===== src/rtl/char_pkg.sv =====
// char_pkg: shared definitions for the player-movement path.
// Holds the direction and motion-state encodings, the USB HID keycodes for
// the walk (WASD) and run (arrow) sets, the tile/speed/animation constants,
// and a keycode decoder. frameDrawer imports the same package so the
// direction encoding cannot drift between producer and consumer.
package char_pkg;

    // Sprite-sheet row order used by frameDrawer.
    typedef enum logic [1:0] {
        DOWN  = 2'd0,
        UP    = 2'd1,
        LEFT  = 2'd2,
        RIGHT = 2'd3
    } dir_t;

    typedef enum logic [1:0] {
        IDLE = 2'd0,
        TURN = 2'd1,
        STEP = 2'd2
    } motion_state_t;

    // Walk keys (WASD).
    localparam logic [7:0] KEY_WALK_UP    = 8'h1A;
    localparam logic [7:0] KEY_WALK_DOWN  = 8'h16;
    localparam logic [7:0] KEY_WALK_LEFT  = 8'h04;
    localparam logic [7:0] KEY_WALK_RIGHT = 8'h07;

    // Run keys (arrows).
    localparam logic [7:0] KEY_RUN_UP     = 8'h52;
    localparam logic [7:0] KEY_RUN_DOWN   = 8'h51;
    localparam logic [7:0] KEY_RUN_LEFT   = 8'h50;
    localparam logic [7:0] KEY_RUN_RIGHT  = 8'h4F;

    localparam int TILE        = 16;  // pixels per step
    localparam int WALK_SPEED  = 1;   // pixels per frame tick
    localparam int RUN_SPEED   = 2;   // pixels per frame tick
    localparam int TURN_FRAMES = 4;   // ticks spent turning in place
    localparam int ANIM_DIV    = 4;   // ticks per walk-cycle frame
    localparam int ANIM_FRAMES = 3;   // walk-cycle length (0,1,2)

    typedef struct packed {
        logic valid;  // a movement key is pressed
        logic run;    // arrow key rather than WASD
        dir_t dir;
    } key_t;

    function automatic key_t decode_key(input logic [7:0] kc);
        key_t k;
        k.valid = 1'b1;
        k.run   = 1'b0;
        k.dir   = DOWN;
        case (kc)
            KEY_WALK_UP:    k.dir = UP;
            KEY_WALK_DOWN:  k.dir = DOWN;
            KEY_WALK_LEFT:  k.dir = LEFT;
            KEY_WALK_RIGHT: k.dir = RIGHT;
            KEY_RUN_UP:     begin k.run = 1'b1; k.dir = UP;    end
            KEY_RUN_DOWN:   begin k.run = 1'b1; k.dir = DOWN;  end
            KEY_RUN_LEFT:   begin k.run = 1'b1; k.dir = LEFT;  end
            KEY_RUN_RIGHT:  begin k.run = 1'b1; k.dir = RIGHT; end
            default:        k.valid = 1'b0;
        endcase
        return k;
    endfunction

endpackage


===== src/rtl/vs_tick_gen.sv =====
// vs_tick_gen: turns the asynchronous VGA vertical sync into a one-Clk
// frame tick. Two flops synchronise VGA_VS, a third holds the previous
// synchronised value, and the rising edge is registered, so tick rises
// 3 Clk after the VS rise and lasts exactly one Clk however long VS stays high.
// Ports:
//   Clk   in  system clock
//   Reset in  synchronous active-high reset (clears all flops)
//   vs    in  raw vertical sync, asynchronous to Clk
//   tick  out one-Clk pulse per VS rising edge
module vs_tick_gen (
    input  logic Clk,
    input  logic Reset,
    input  logic vs,
    output logic tick
);

    logic vs_meta;
    logic vs_sync;
    logic vs_prev;
    logic tick_q;

    always_ff @(posedge Clk) begin
        if (Reset) begin
            vs_meta <= 1'b0;
            vs_sync <= 1'b0;
            vs_prev <= 1'b0;
            tick_q  <= 1'b0;
        end else begin
            vs_meta <= vs;
            vs_sync <= vs_meta;
            vs_prev <= vs_sync;
            tick_q  <= vs_sync & ~vs_prev;
        end
    end

    assign tick = tick_q;

endmodule


===== src/rtl/char_motion_ctrl.sv =====
// char_motion_ctrl: per-frame player-movement controller feeding frameDrawer.
// Keycodes are decoded into a direction and walk/run speed; an IDLE/TURN/STEP
// FSM advances once per frame tick (only while state_num == 3) and moves the
// character one tile at a time, turning in place first when the key points
// away from the current facing.
// Ports:
//   Clk, Reset     clock and synchronous active-high reset
//   VGA_VS         vertical sync, asynchronous to Clk
//   state_num      game FSM state; 3 = draw_main_game
//   keycode        USB HID keycode, 0 = none
//   charIsMoving   high while stepping
//   charIsRunning  current/last step was a run step
//   direction      0 down, 1 up, 2 left, 3 right
//   charMoveFrame  walk-cycle frame 0..2
//   char_x, char_y top-left map position in pixels
//   step_done      one-Clk pulse on the tick a step completes
module char_motion_ctrl
    import char_pkg::*;
#(
    parameter logic [9:0] START_X = 10'd224,
    parameter logic [9:0] START_Y = 10'd362,
    parameter int         MIN_X   = 0,
    parameter int         MAX_X   = 448,
    parameter int         MIN_Y   = 0,
    parameter int         MAX_Y   = 448
) (
    input  logic       Clk,
    input  logic       Reset,
    input  logic       VGA_VS,
    input  logic [3:0] state_num,
    input  logic [7:0] keycode,
    output logic       charIsMoving,
    output logic       charIsRunning,
    output logic [1:0] direction,
    output logic [1:0] charMoveFrame,
    output logic [9:0] char_x,
    output logic [9:0] char_y,
    output logic       step_done
);

    // Bounds are checked in signed 12-bit so a target above the top/left edge
    // is negative instead of wrapping to a large legal-looking value.
    localparam logic signed [11:0] TILE_S  = 12'(TILE);
    localparam logic signed [11:0] MIN_X_S = 12'(MIN_X);
    localparam logic signed [11:0] MAX_X_S = 12'(MAX_X);
    localparam logic signed [11:0] MIN_Y_S = 12'(MIN_Y);
    localparam logic signed [11:0] MAX_Y_S = 12'(MAX_Y);

    function automatic logic target_ok(input dir_t d, input logic [9:0] px,
                                       input logic [9:0] py);
        logic signed [11:0] tx;
        logic signed [11:0] ty;
        tx = $signed({2'b00, px});
        ty = $signed({2'b00, py});
        case (d)
            DOWN:    ty = ty + TILE_S;
            UP:      ty = ty - TILE_S;
            LEFT:    tx = tx - TILE_S;
            default: tx = tx + TILE_S;
        endcase
        return (tx >= MIN_X_S) && (tx <= MAX_X_S) && (ty >= MIN_Y_S) && (ty <= MAX_Y_S);
    endfunction

    logic tick;
    logic advance;
    key_t key;

    vs_tick_gen u_tick (
        .Clk   (Clk),
        .Reset (Reset),
        .vs    (VGA_VS),
        .tick  (tick)
    );

    assign advance = tick && (state_num == 4'd3);
    assign key     = decode_key(keycode);

    motion_state_t state_q, state_d;
    dir_t          dir_q, dir_d;
    logic [9:0]    x_q, x_d, y_q, y_d;
    logic [9:0]    x_mv, y_mv;
    logic [3:0]    cnt_q, cnt_d;     // turn or step ticks remaining minus one
    logic [1:0]    anim_q, anim_d;   // ticks into the current walk-cycle frame
    logic [1:0]    frame_q, frame_d;
    logic          run_q, run_d;
    logic          moving_q, moving_d;
    logic          done_q, done_d;
    logic          load_turn, load_step;

    // Position after one tick of movement at the latched speed.
    always_comb begin
        logic [9:0] amt;
        amt  = run_q ? 10'(RUN_SPEED) : 10'(WALK_SPEED);
        x_mv = x_q;
        y_mv = y_q;
        case (dir_q)
            DOWN:    y_mv = y_q + amt;
            UP:      y_mv = y_q - amt;
            LEFT:    x_mv = x_q - amt;
            default: x_mv = x_q + amt;
        endcase
    end

    // State register (plus datapath registers that move with it).
    always_ff @(posedge Clk) begin
        if (Reset) begin
            state_q  <= IDLE;
            dir_q    <= DOWN;
            x_q      <= START_X;
            y_q      <= START_Y;
            cnt_q    <= '0;
            anim_q   <= '0;
            frame_q  <= '0;
            run_q    <= 1'b0;
            moving_q <= 1'b0;
            done_q   <= 1'b0;
        end else begin
            done_q <= 1'b0;
            if (advance) begin
                state_q  <= state_d;
                dir_q    <= dir_d;
                x_q      <= x_d;
                y_q      <= y_d;
                cnt_q    <= cnt_d;
                anim_q   <= anim_d;
                frame_q  <= frame_d;
                run_q    <= run_d;
                moving_q <= moving_d;
                done_q   <= done_d;
            end
        end
    end

    // Next-state logic.
    always_comb begin
        state_d   = state_q;
        load_turn = 1'b0;
        load_step = 1'b0;
        case (state_q)
            IDLE: begin
                if (key.valid) begin
                    if (key.dir != dir_q) begin
                        load_turn = 1'b1;
                        state_d   = TURN;
                    end else if (target_ok(dir_q, x_q, y_q)) begin
                        load_step = 1'b1;
                        state_d   = STEP;
                    end
                end
            end
            TURN: begin
                if (cnt_q == 4'd0) state_d = IDLE;
            end
            STEP: begin
                // Keys are only looked at on the final tick; a held key
                // chains straight into the next step from the end position.
                if (cnt_q == 4'd0) begin
                    if (key.valid && (key.dir == dir_q) && target_ok(dir_q, x_mv, y_mv)) begin
                        load_step = 1'b1;
                        state_d   = STEP;
                    end else begin
                        state_d = IDLE;
                    end
                end
            end
            default: state_d = IDLE;
        endcase
    end

    // Output / datapath next values.
    always_comb begin
        dir_d    = dir_q;
        x_d      = x_q;
        y_d      = y_q;
        cnt_d    = cnt_q;
        anim_d   = anim_q;
        frame_d  = frame_q;
        run_d    = run_q;
        done_d   = 1'b0;

        case (state_q)
            TURN: begin
                if (cnt_q != 4'd0) cnt_d = cnt_q - 4'd1;
            end
            STEP: begin
                x_d = x_mv;
                y_d = y_mv;
                if (anim_q == 2'(ANIM_DIV - 1)) begin
                    anim_d  = 2'd0;
                    frame_d = (frame_q == 2'(ANIM_FRAMES - 1)) ? 2'd0 : frame_q + 2'd1;
                end else begin
                    anim_d = anim_q + 2'd1;
                end
                if (cnt_q == 4'd0) done_d = 1'b1;
                else               cnt_d  = cnt_q - 4'd1;
            end
            default: ;
        endcase

        if (load_turn) begin
            dir_d = key.dir;
            cnt_d = 4'(TURN_FRAMES - 1);
        end
        if (load_step) begin
            run_d = key.run;
            cnt_d = key.run ? 4'(TILE / RUN_SPEED - 1) : 4'(TILE / WALK_SPEED - 1);
        end
        if ((state_q == STEP) && (state_d == IDLE)) begin
            anim_d  = 2'd0;
            frame_d = 2'd0;
        end
        moving_d = (state_d == STEP);
    end

    assign charIsMoving  = moving_q;
    assign charIsRunning = run_q;
    assign direction     = dir_q;
    assign charMoveFrame = frame_q;
    assign char_x        = x_q;
    assign char_y        = y_q;
    assign step_done     = done_q;

endmodule


===== config.mk =====
export PLATFORM = sky130hd
export DESIGN_NAME = char_motion_ctrl
export DESIGN_NICKNAME = d
export VERILOG_FILES = /design/src/rtl/char_pkg.sv /design/src/rtl/vs_tick_gen.sv /design/src/rtl/char_motion_ctrl.sv
export SDC_FILE = /design/constraint.sdc
export NUM_CORES = 1
export LEC_CHECK = 0
export CORE_MARGIN = 1
export CORE_UTILIZATION = 25
export DETAILED_ROUTE_END_ITERATION = 10
export PLACE_DENSITY = 0.44
export SKIP_LAST_GASP = 1
export SYNTH_ARGS = -nofsm -noshare
export SYNTH_HDL_FRONTEND = slang
export SYNTH_SLANG_ARGS = --single-unit

===== constraint.sdc =====
create_clock -name Clk -period 5.5 [get_ports Clk]
set_input_delay 1.1 -clock Clk [delete_from_list [all_inputs] [get_ports Clk]]
set_output_delay 1.1 -clock Clk [all_outputs]
set_load 0.01 [all_outputs]

# Yosys cells after proc, flatten, opt, wreduce, memory -nomap -nowiden

Cells that the tools add are included.

Register bits: 39
Bits of input ports: 15
Output and inout bits: 27
Logic and storage cells: 142

$add $sub $neg: 15
Magnitude comparators: 8
Eq/ne operators: 20
Multiplexer cells: 50
Bitwise logic cells: 4
Reduce and logical (&&, ||, !) cells: 31

Operators with widths:

| kind                                                             | number |
|---|---|
| two-way mux 12 bit                                               | 10 |
| case mux 12 bit (2 select lines)                                 | 4 |
| >= comparator 12 x 1 -> 1 bit, second input constant             | 4 |
| less-or-equal comparator 12 x 10 -> 1 bit, second input constant | 4 |
| adder 10 x 5 -> 11 bit, second input constant                    | 4 |
| subtractor 10 x 5 -> 11 bit, second input constant               | 4 |
| case mux 10 bit (2 select lines)                                 | 2 |
| == test 8 x 7 -> 1 bit, second input constant                    | 4 |
| two-way mux 2 bit                                                | 14 |
| adder 10 x 2 -> 10 bit                                           | 2 |
| two-way mux 4 bit                                                | 5 |
| subtractor 10 x 2 -> 10 bit                                      | 2 |
| == test 8 x 3 -> 1 bit, second input constant                    | 2 |
| == test 8 x 5 -> 1 bit, second input constant                    | 2 |
| case mux 2 bit (3 select lines)                                  | 2 |
| two-way mux 1 bit                                                | 11 |
| == test 2 bit, second input constant                             | 5 |
| logical AND 1 bit                                                | 10 |
| != test 4 bit, second input constant                             | 2 |
| case mux 4 bit (2 select lines)                                  | 1 |
| AND reduction 2 bit                                              | 4 |
| nonzero test 4 bit                                               | 2 |
| OR reduction 2 bit                                               | 4 |
| OR reduction 8 bit                                               | 1 |
| 16 further kinds                                                 | 23 |

# Longest topological paths before layout

Gate-level depths: netlist of the first run.

Word-level depth: 19
Depth in mapped cells: 25
Depth with buffers taken out: 22

# Hierarchy

Synthesis of the first run repeated with hierarchy kept, for this count alone.

Cell total of the unflattened synthesis: 583
Area total of the unflattened synthesis: 4436.8 um^2

Modules (own cells, without submodules):

| module           | times used | cells an instance | area each (um^2) | sequential area each (um^2) |
|---|---|---|---|---|
| char_motion_ctrl | 1          | 575               | 4325.4           | 700.7 |
| vs_tick_gen      | 1          | 8                 | 111.4            | 80.1 |

# Worst setup path after synthesis of the first run

No wires, ideal clock.

Kind: register -> register
From: reg dir_q[0], in the netlist direction[0]
To: reg frame_q[0], in the netlist charMoveFrame[0]
Library setup time: 0.073 ns
Arrival: 4.833 ns
Data required time: 5.427 ns
Setup slack: 0.594 ns
Stages on the path, launching flop included: 25
Path buffers: 4
Period minus slack after synthesis: 4.906 ns
Cells stage by stage: dfxtp_1 -> buf_2 -> buf_1 -> buf_2 -> buf_2 -> nand2_1 -> inv_1 -> nand2_1 -> inv_1 -> ha_1 -> nor2b_1 -> o31a_1 -> mux2i_1 -> and2_1 -> ha_1 -> xor2_1 -> nor2_1 -> nand4_1 -> o31ai_1 -> nor2_1 -> o221ai_1 -> o22ai_1 -> o31a_1 -> or4b_4 -> o22ai_2

Cells in the longest elaborated chain, start to end: 19
Elaborated cells between the ends (all ways): 54
Those cells by class: 4 x add/sub; 8 x order compare; 4 x eq/ne; 23 x mux; 15 x reduce/logical

Ends and longest elaborated chain:

| what                                                                                       | line                                           | source |
|---|---|---|
| start, declared                                                                            | char_motion_ctrl.sv:79                         | `dir_t dir_q, dir_d;` |
| start signal, assigned                                                                     | char_motion_ctrl.sv:121                        | `dir_q <= dir_d;` |
| == test 2 x 1 -> 1 bit or logical NOT 2 bit (tied branches)                                | char_motion_ctrl.sv:55, char_motion_ctrl.sv:96 |  |
| OR reduction 2 bit (no line)                                                               | --                                             |  |
| case mux 10 bit (2 select lines)                                                           | char_motion_ctrl.sv:96                         | `case (dir_q)` |
| adder 10 x 5 -> 11 bit or subtractor 10 x 5 -> 11 bit (tied branches)                      | char_motion_ctrl.sv:59, char_motion_ctrl.sv:58 |  |
| case mux 12 bit (2 select lines)                                                           | char_motion_ctrl.sv:55                         | `case (d)` |
| two-way mux 12 bit                                                                         | char_motion_ctrl.sv:157                        | `if (cnt_q == 4'd0) begin` |
| two-way mux 12 bit                                                                         | char_motion_ctrl.sv:139                        | `case (state_q)` |
| >= comparator 12 x 1 -> 1 bit or less-or-equal comparator 12 x 10 -> 1 bit (tied branches) | char_motion_ctrl.sv:61                         | `return (tx >= MIN_X_S) && (tx <= MAX_X_S) && (ty >= MIN_Y_S) && (ty <= MAX_Y_S);` |
| logical AND 1 bit (3 in series)                                                            | char_motion_ctrl.sv:61                         |  |
| logical AND 1 bit                                                                          | char_motion_ctrl.sv:158                        | `if (key.valid && (key.dir == dir_q) && target_ok(dir_q, x_mv, y_mv)) begin` |
| two-way mux 2 bit                                                                          | char_motion_ctrl.sv:158                        |  |
| two-way mux 2 bit                                                                          | char_motion_ctrl.sv:157                        |  |
| case mux 2 bit (3 select lines) (*)                                                        | char_motion_ctrl.sv:139                        |  |
| logical NOT 2 bit (*)                                                                      | char_motion_ctrl.sv:208                        | `if ((state_q == STEP) && (state_d == IDLE)) begin` |
| logical AND 1 bit (*)                                                                      | char_motion_ctrl.sv:208                        |  |
| nonzero test 2 bit (no line)                                                               | --                                             |  |
| AND reduction 3 bit (no line)                                                              | --                                             |  |
| end signal, assigned                                                                       | char_motion_ctrl.sv:126                        | `frame_q <= frame_d;` |
| end, declared                                                                              | char_motion_ctrl.sv:84                         | `logic [1:0] frame_q, frame_d;` |

Mark *: on every way between the ends. The rest lies on a longest branch, timed or not. The select of a mux whose other input is x is not followed.
A chain may end at the register's enable or synchronous reset.

# Worst setup path in the final report of the first run

From: reg dir_q[1], in the netlist direction[1]
To: reg frame_q[0], in the netlist charMoveFrame[0]

Cells in the longest elaborated chain, start to end: 19
Elaborated cells between the ends (all ways): 54
Those cells by class: 4 x add/sub; 8 x order compare; 4 x eq/ne; 23 x mux; 15 x reduce/logical

Ends and longest elaborated chain:

| what                                                                  | line                                           | source |
|---|---|---|
| == test 2 x 1 -> 1 bit or logical NOT 2 bit (tied branches)           | char_motion_ctrl.sv:96                         |  |
| OR reduction 2 bit (no line)                                          | --                                             |  |
| case mux 10 bit (2 select lines) (*)                                  | char_motion_ctrl.sv:96                         |  |
| via x_mv[4]                                                           | char_motion_ctrl.sv:81                         | `logic [9:0] x_mv, y_mv;` |
| adder 10 x 5 -> 11 bit or subtractor 10 x 5 -> 11 bit (tied branches) | char_motion_ctrl.sv:59, char_motion_ctrl.sv:58 |  |
| case mux 12 bit (2 select lines) (*)                                  | char_motion_ctrl.sv:55                         |  |
| two-way mux 12 bit (*)                                                | char_motion_ctrl.sv:157                        |  |
| two-way mux 12 bit (*)                                                | char_motion_ctrl.sv:139                        |  |
| (+4 left out)                                                         | --                                             |  |
| logical AND 1 bit (*)                                                 | char_motion_ctrl.sv:158                        |  |
| two-way mux 2 bit (*)                                                 | char_motion_ctrl.sv:158                        |  |
| two-way mux 2 bit (*)                                                 | char_motion_ctrl.sv:157                        |  |
| case mux 2 bit (3 select lines) (*)                                   | char_motion_ctrl.sv:139                        |  |
| logical NOT 2 bit (*)                                                 | char_motion_ctrl.sv:208                        |  |
| logical AND 1 bit (*)                                                 | char_motion_ctrl.sv:208                        |  |
| nonzero test 2 bit (no line)                                          | --                                             |  |
| AND reduction 3 bit (no line)                                         | --                                             |  |

The timed path passes the listed nets; every way through them passes the cells marked *. The select of a mux whose other input is x is not followed.

==> results of run 1 <==
sequential cells by signal, indices dropped and copies added, names as in the netlist:
signal	count
anim_q	2
state_q	2
cnt_q	4
u_tick.vs_sync	1
u_tick.vs_meta	1
charIsRunning	1
u_tick.vs_prev	1
charMoveFrame	2
charIsMoving	1
u_tick.tick	1
step_done	1
char_y	10
char_x	10
direction	2
how the worst max path moves through the flow:
stage | start | endpoint | slack [ps] | cells after the start
2_1_floorplan | direction[0] | charMoveFrame[0] | 590 | 24
3_3_place_gp | direction[1] | charMoveFrame[0] | 740 | 19
3_5_place_dp | direction[1] | charMoveFrame[1] | 680 | 19
4_1_cts | direction[1] | charMoveFrame[0] | 630 | 19
5_1_grt | direction[1] | charMoveFrame[1] | 200 | 20
6_report | direction[1] | charMoveFrame[0] | 600 | 19
per-stage QoR:
stage / total power, µW / cells
2_1_floorplan: 304.8 / 635
3_3_place_gp: 320.2 / 867
3_5_place_dp: 320.7 / 867
4_1_cts: 673.1 / 875
5_1_grt: 685.3 / 875
6_report: 661.7 / 875
Yosys cell counts (all sizes together), types with 7 or more instances:
master	number
o21ai	33
buf	15
xor2	7
clkbuf	34
and2	9
nand3	21
a211o	7
nand4	9
nor3	31
a21oi	29
dfxtp	39
a21o	7
nand2b	12
and3	7
a211oi	8
ha	26
o21a	9
mux2i	10
nor2b	20
o211ai	9
xnor2	18
nor4b	9
or3	8
nand3b	9
inv	35
nand2	39
nor2	63
or4	11
cells by family (layout without fill, tap and decap cells):
group,count (synthesis),count (layout)
compound gates,168,168
flops,39,39
simple gates,279,279
fa+ha+maj,28,28
buf+inv,84,95
mux,12,12
xor+xnor,25,25
critical path, delay by kind of cell, from the launching register on:
kind	cells	cell delay [ps]
simple gates	8	1730
buf+inv	1	80
fa+ha+maj	2	800
mux	1	210
compound gates	6	1270
flops	1	400
xor+xnor	1	350
power by group through the flow:
stage	sequential [µW]	combinational, µW	clock, µW
3_3_place_gp	290	30.0	0
4_1_cts	284	30.7	359
2_1_floorplan	290	14.7	0
3_5_place_dp	290	30.4	0
6_report	284	30.5	347
5_1_grt	284	33.5	368
routing by layer:
layer / share of wire [%] / wire length (µm) / vias up
li1: - / - / 2372
met1: 47 / 6823 / 2286
met2: 47 / 6819 / 103
met3: 4.2 / 605 / 20
met4: 2.1 / 309 / 0
met5: 0 / 0 / -
final cells by class:
| class | count | share of cell area (%) |
|---|---|---|
| clock buffer | 5 | 2.339 |
| inverter | 35 | 2.456 |
| sequential | 39 | 14.62 |
| tap | 229 | 5.357 |
| timing repair buffer | 52 | 9.216 |
| multi-input combinational | 512 | 65.15 |
| clock inverter | 3 | 0.8655 |
layout by cell type, fill, tap and decap left out, types with 10 or more instances in the layout:
master / count
a21oi_1: 29
buf_4: 11
clkdlybuf4s50_1: 41
dfxtp_1: 38
ha_1: 26
inv_1: 33
mux2i_1: 10
nand2_1: 39
nand2b_1: 12
nand3_1: 20
nor2_1: 63
nor2b_1: 20
nor3_1: 31
o21ai_0: 27
xnor2_1: 18
==> metrics.cfg, run 1 <==
[logic_synthesis]
syn_inst = 635
ys_types = 85
synth-compound-area-share_pct = 26.30
synth_warnings = 0
synth_top_family_by_area = simple AND/OR/NAND/NOR gates
synthMuxAreaShare_pct = 2.663
ys_top_cells_by_area = dfxtp_1, ha_1, nor2_1
yosysTopAreaCellShare_pct = 16.96
syn_area_per_cell_um2 = 7.251
synth_edf_count = 0
yosysTopAreaCell = dfxtp_1
synth_flop_cell = dfxtp_1
synthSimpleGateAreaFrac_pct = 34.02
synthesis.nets = 678
synth_seq_cells = 39
yosysSeqAreaShare_pct = 16.96
syn_area_um2 = 4604
synthAdderAreaFrac_pct = 7.935
async_flop_share_pct = 0
synthXorXnorAreaFrac_pct = 4.755

[placement]
io_buffers = 41
dp_hpwl_mm = 10.74
dpl_worst_slack_ps = 678.0
gp_congestion = 0.8503
dpl_cell_area_um2 = 5177

[grt]
grt_overflow_total = 0
met1_usage_pct = 21.21
grt_max_degree = 55
busiest_layer = met2
grtUsageTotal_pct = 16.06
grtUsageMet2_pct = 26.21
grt_util_met3_pct = 2.612
first_global_vias = 4502
antenna_found_initial = 0
grt_first_pass_wirelength_mm = 23.81

[layout]
area_growth_pct = 16.17
drive_gt1_share_pct = 5.882
design_area_um2 = 5349
fin_nets = 688
multi_input_area_um2 = 3485
final_core_util_pct = 29.68
fillCellCount = 2000
seq_area_um2 = 782.0
n_antenna_cell = 0

[setup_path]
path_cells = nor2b_1, nand2_1, fa_1, and4b_1, o21ai_0, xnor2_1, inv_1, ha_1, and2_1, nor2_1, mux2i_1, o221ai_1, nand3_1, nor3_1, a211oi_1, o2111ai_2, o31a_1, or4b_4, o22ai_2
start_kind = register
end_kind = register
max_stage_delay_ps = 550
r2r-end = charMoveFrame[0]
crit_type = reg -> reg
worstPathArrival_ps = 5130
rr_worst_depth = 19
required_ps = 5730
path_max_fanout = 9
rr_startpoint = direction[1]
r2r_setup_slack_ps = 600
cp_slowest_cell = fa_1

[sta]
hold_violations = 0
finalMaxSlewViolations = 0
post-route-min-period_ps = 4901
fmax_mhz = 204.0
finClkSkew_ps = 10.61
tns_ps = 0
layout_setup_ws_ps = 598.8
tightest_slew_ps = 1068
whs_ps = 403.0
rsz0062_at_grt = no
slew_headroom_pct = 28.56
setup_viol = 0
fin_crit_sh_pct = 89.11

[min_path]
worstHoldPathCells = 1
hold_path_end = u_tick.tick
hp-class = reg -> reg
hp-start = u_tick.vs_prev

[cts]
htreeDepth = 2
clk_pin_slew_ps = 60
cts_sinks = 39
cts_buffers = 5
cts_tree = done
cts_root_buf = clkbuf_16
clk-insertion-delay-late_ps = 300
post_cts_buffers = 0
cts.path.max_buffers = 2
hold_buffers = 0
ctsResizeCount = 0

[power_and_ir_drop]
power.switching_uw = 147.4
seq_power_share_pct = 42.9
swShare_pct = 22.28
ir_worst_vdd_uv = 111.4
p_leak_uw = 0.001947
power_density_nw_per_um2 = 123.7
power_frac_comb_pct = 4.6
internal_power_uw = 514.3
pwr-share-clk_pct = 52.5

[outcome]
status = finished, final reports clean

[route]
avgViaCountPerCell = 5.464
antenna_left = 0
dr.pass1.iters = 5
route.detailed.drc = 0
drt_iter0_markers = 327
wl_per_cell_um = 16.64
wl_mm = 14.56
num_vias = 4781

[floorplan]
dieArea_um2 = 18960
num_io_pins = 42
die_y_um = 137.7
dieWidth_um = 137.7
rows = 49
start_util_pct = 25.54
core_um2 = 18020

[run]
maxCapViolations = 0

No activity file was read; power rests on OpenSTA's default activity.
==> run 2, diff against run 1 <==
Settings changed: ABC_CLOCK_PERIOD_IN_PS set to 5500, MAX_ROUTING_LAYER set to met4.
==> metrics.cfg, run 2 (synthesis gave the netlist of run 1 again) <==
[placement]
dpl_cell_area_um2 = 5192
io_buffers = 41
dp_hpwl_mm = 11.06
post-place-cells = 869
gp_congestion = 0.8660

[setup_path]
start_kind = register
required_ps = 5730
crit_type = reg -> reg
rr_worst_depth = 19
end_kind = register
path_cells = inv_1, ha_1, fa_1, and4b_1, o21ai_0, xnor2_1, inv_1, ha_1, and2_1, nor2_1, mux2i_1, o221ai_1, nand3_1, nor3_1, a211oi_1, o2111ai_2, o31a_1, or4b_4, o22ai_2
r2r-end = charMoveFrame[0]
worstPathArrival_ps = 5100
max_stage_delay_ps = 530
rr_startpoint = charIsRunning
r2r_setup_slack_ps = 630
cp_slowest_cell = or4b_4
cp-startpoint = charIsRunning
crit_path_end = charMoveFrame[0]
path_max_fanout = 9

[grt]
antenna_found_initial = 0
grt_first_pass_wirelength_mm = 24.55
grt_max_degree = 40
first_global_vias = 4634
grtUsageTotal_pct = 17.03
grt_overflow_total = 0

[floorplan]
dieWidth_um = 137.7
die_y_um = 137.7
core_um2 = 18020
rows = 49
dieArea_um2 = 18960
num_io_pins = 42
start_util_pct = 25.54

[power_and_ir_drop]
seq_power_share_pct = 42.6
pwr-share-clk_pct = 52.8
swShare_pct = 22.83
ir_worst_vdd_uv = 95.53
power_frac_comb_pct = 4.6
power_density_nw_per_um2 = 124.3
power.switching_uw = 152.2
p_leak_uw = 0.001957
internal_power_uw = 514.4
power_uw = 666.6

[min_path]
hp-class = reg -> reg
worstHoldPathCells = 1
hp-start = u_tick.vs_prev

[sta]
fin_crit_sh_pct = 88.58
setup_viol = 0
finalMaxSlewViolations = 0
tightest_slew_ps = 862.7
slew_headroom_pct = 42.35
whs_ps = 413.6
rsz0062_at_grt = no
tns_ps = 0
hold_violations = 0
post-route-min-period_ps = 4872
finClkSkew_ps = 12.27
fmax_mhz = 205.3

[route]
num_vias = 4786
route.detailed.drc = 0
avgViaCountPerCell = 5.457
wl_mm = 14.99
drt_iter0_markers = 428
antenna_left = 0
dr.pass1.iters = 5
wl_per_cell_um = 17.09

[cts]
cts_sinks = 39
ctsResizeCount = 0
cts_tree = done
cts.path.max_buffers = 2
clk_pin_slew_ps = 70
cts_root_buf = clkbuf_16
clk-insertion-delay-late_ps = 300
post_cts_buffers = 0
htreeDepth = 2
cts_buffers = 5
hold_buffers = 0

[run]
maxCapViolations = 0

[layout]
area_growth_pct = 16.49
design_area_um2 = 5364
layout_common_cells = nor2_1, clkdlybuf4s50_1, nand2_1
seq_area_um2 = 782.0
fin_nets = 690
layout_commonest_cell = nor2_1
n_antenna_cell = 0
finalNonFillerCells = 877
fillCellCount = 1986
drive_gt1_share_pct = 6.173
multi_input_area_um2 = 3485

[outcome]
status = finished, final reports clean

-- run 2: changes by cell type in the layout (fill, tap and decap cells not counted) --
cell,before,now
buf_4,11,13
-- run 2: critical path: cells and delay by family (launching register included) --
| family | cells | cell delay (ps) |
|---|---|---|
| compound gates | 6 | 1260 |
| xor+xnor | 1 | 350 |
| fa+ha+maj | 3 | 1040 |
| buf+inv | 2 | 230 |
| flops | 1 | 320 |
| mux | 1 | 220 |
| simple gates | 6 | 1390 |
-- run 2: worst min-delay path by stage --
stage | to | slack [ps]
4_1_cts | u_tick.tick | 420
2_1_floorplan | u_tick.tick | 370
3_3_place_gp | u_tick.tick | 410
5_1_grt | u_tick.tick | 430
6_report | u_tick.tick | 410
3_5_place_dp | u_tick.tick | 410
-- run 2: through the flow --
stage,setup WS (ps),utilization (%)
6_report,628.0,29.76
5_1_grt,288.7,29.76
4_1_cts,662.4,29.76
2_1_floorplan,593.7,-
3_5_place_dp,690.1,28.81
3_3_place_gp,742.8,28.81
-- run 2: per-layer routing --
layer / global-route usage, % / up-vias / wire length (µm)
met5: - / - / 0
met4: 4.710 / 0 / 231
met3: 2.649 / 16 / 538
met2: 27.55 / 97 / 7159
met1: 21.86 / 2297 / 7060
li1: - / 2376 / -
-- run 2: area by class of cell --
type,count,share of cell area [%]
clock buffer,5,2.333
clock inverter,3,0.8631
inverter,35,2.449
multi-input combinational,512,64.96
sequential,39,14.58
tap,229,5.342
timing repair buffer,54,9.470
-- run 2: power by group through the flow --
stage / Combinational, µW / Sequential (µW) / Clock [µW]
2_1_floorplan: 14.7 / 290 / 0
6_report: 30.6 / 284 / 352
5_1_grt: 33.5 / 284 / 369
4_1_cts: 30.6 / 284 / 360
3_3_place_gp: 29.8 / 290 / 0
3_5_place_dp: 30.4 / 290 / 0
==> run 3, diff against run 2 <==
Settings changed: GPL_ROUTABILITY_DRIVEN set to 0.
==> metrics.cfg, run 3 (synthesis gave the netlist of run 1 again) <==
[route]
antenna_left = 0
dr.pass1.iters = 5
wl_per_cell_um = 16.78
route.detailed.drc = 0
avgViaCountPerCell = 5.505
drt_iter0_markers = 374
num_vias = 4817
wl_mm = 14.68

[floorplan]
dieWidth_um = 137.7
dieArea_um2 = 18960
core_um2 = 18020
rows = 49
num_io_pins = 42
die_y_um = 137.7
start_util_pct = 25.54

[grt]
grtUsageTotal_pct = 16.53
antenna_found_initial = 0
grt_max_degree = 55
grt_overflow_total = 0
grt_first_pass_wirelength_mm = 23.79
first_global_vias = 4497

[sta]
tns_ps = 0
fin_crit_sh_pct = 89.59
finalMaxSlewViolations = 0
fmax_mhz = 203.0
hold_violations = 0
post-route-min-period_ps = 4927
rsz0062_at_grt = no
setup_viol = 0
finClkSkew_ps = 10.71
slew_headroom_pct = 28.39
layout_setup_ws_ps = 572.7
tightest_slew_ps = 1071

[setup_path]
path_common_cell = o21ai_0
path_cells = nor2b_1, nand2_1, fa_1, and4b_1, o21ai_0, xnor2_1, inv_1, ha_1, and2_1, o21ai_0, a221o_1, o221ai_1, nand3_1, nor3_1, a211oi_1, o2111ai_2, o31a_1, or4b_4, o22ai_2
path_buf_inv = 1
start_kind = register
critPathTopFamily = simple AND/OR/NAND/NOR gates
worstPathArrival_ps = 5150
end_kind = register
required_ps = 5730
crit_type = reg -> reg
path_max_fanout = 9
max_stage_delay_ps = 550
rr_worst_depth = 19
path_depth = 19
cp_slowest_cell = fa_1

[layout]
area_growth_pct = 16.17
layout_commonest_cell = nor2_1
fin_nets = 688
drive_gt1_share_pct = 5.882
seq_area_um2 = 782.0
fillCellCount = 2000
final_core_util_pct = 29.68
multi_input_area_um2 = 3485
n_antenna_cell = 0
layout_common_cells = nor2_1, clkdlybuf4s50_1, nand2_1

[cts]
ctsResizeCount = 0
cts_buffers = 5
cts_root_buf = clkbuf_16
cts_tree = done
hold_buffers = 0
cts.path.max_buffers = 2
clk_pin_slew_ps = 60
post_cts_buffers = 0
clk-insertion-delay-late_ps = 300
cts_sinks = 39
htreeDepth = 2

[outcome]
status = finished, final reports clean

[power_and_ir_drop]
power_uw = 661.7
ir_worst_vdd_uv = 111.3
power_frac_comb_pct = 4.6
p_leak_uw = 0.001947
power.switching_uw = 147.4
pwr-share-clk_pct = 52.5
swShare_pct = 22.27
seq_power_share_pct = 42.9
power_density_nw_per_um2 = 123.7
internal_power_uw = 514.3

[run]
maxCapViolations = 0

[placement]
io_buffers = 41
dpl_worst_slack_ps = 678.0
dp_hpwl_mm = 10.74

[min_path]
worstHoldPathCells = 1
hp-class = reg -> reg

[run 3: through the flow]
| step | std cells | cell area, µm² | hold slack (ps) |
|---|---|---|---|
| floorplan | 635 | 4604 | 367.4 |
| global placement | 867 | 5177 | 408.4 |
| detailed placement | 867 | 5177 | 407.5 |
| CTS | 875 | 5349 | 418.0 |
| global route | 875 | 5349 | 437.1 |
| finish | 875 | 5349 | 403.5 |
[run 3: worst paths after layout]
kind / from / to / slack [ps]
setup / recovery: direction[1] / charMoveFrame[0] / 570
hold / removal: u_tick.vs_prev / u_tick.tick / 400
setup reg to reg: direction[1] / charMoveFrame[0] / 570
hold reg to reg: u_tick.vs_prev / u_tick.tick / 400
[run 3: layout make-up]
| type | count | share of cell area (%) |
|---|---|---|
| inverter | 35 | 2.456 |
| timing repair buffer | 52 | 9.216 |
| clock buffer | 5 | 2.339 |
| clock inverter | 3 | 0.8655 |
| sequential | 39 | 14.62 |
| tap | 229 | 5.357 |
| multi-input combinational | 512 | 65.15 |
[run 3: metal layers]
metal	vias to the layer above	GRT usage, %	part of all wire (%)
met1	2305	21.36	46
met5	-	-	0
li1	2367	-	-
met2	126	26.13	47
met4	0	5.616	1.9
met3	19	2.502	4.8
[run 3: power by group through the flow]
stage,Combinational [µW],Sequential [µW],Clock [µW]
after floorplan,14.7,290,0
after global placement,30.0,290,0
after detailed placement,30.4,290,0
after CTS,30.7,284,359
after global routing,33.5,284,368
final,30.5,284,347
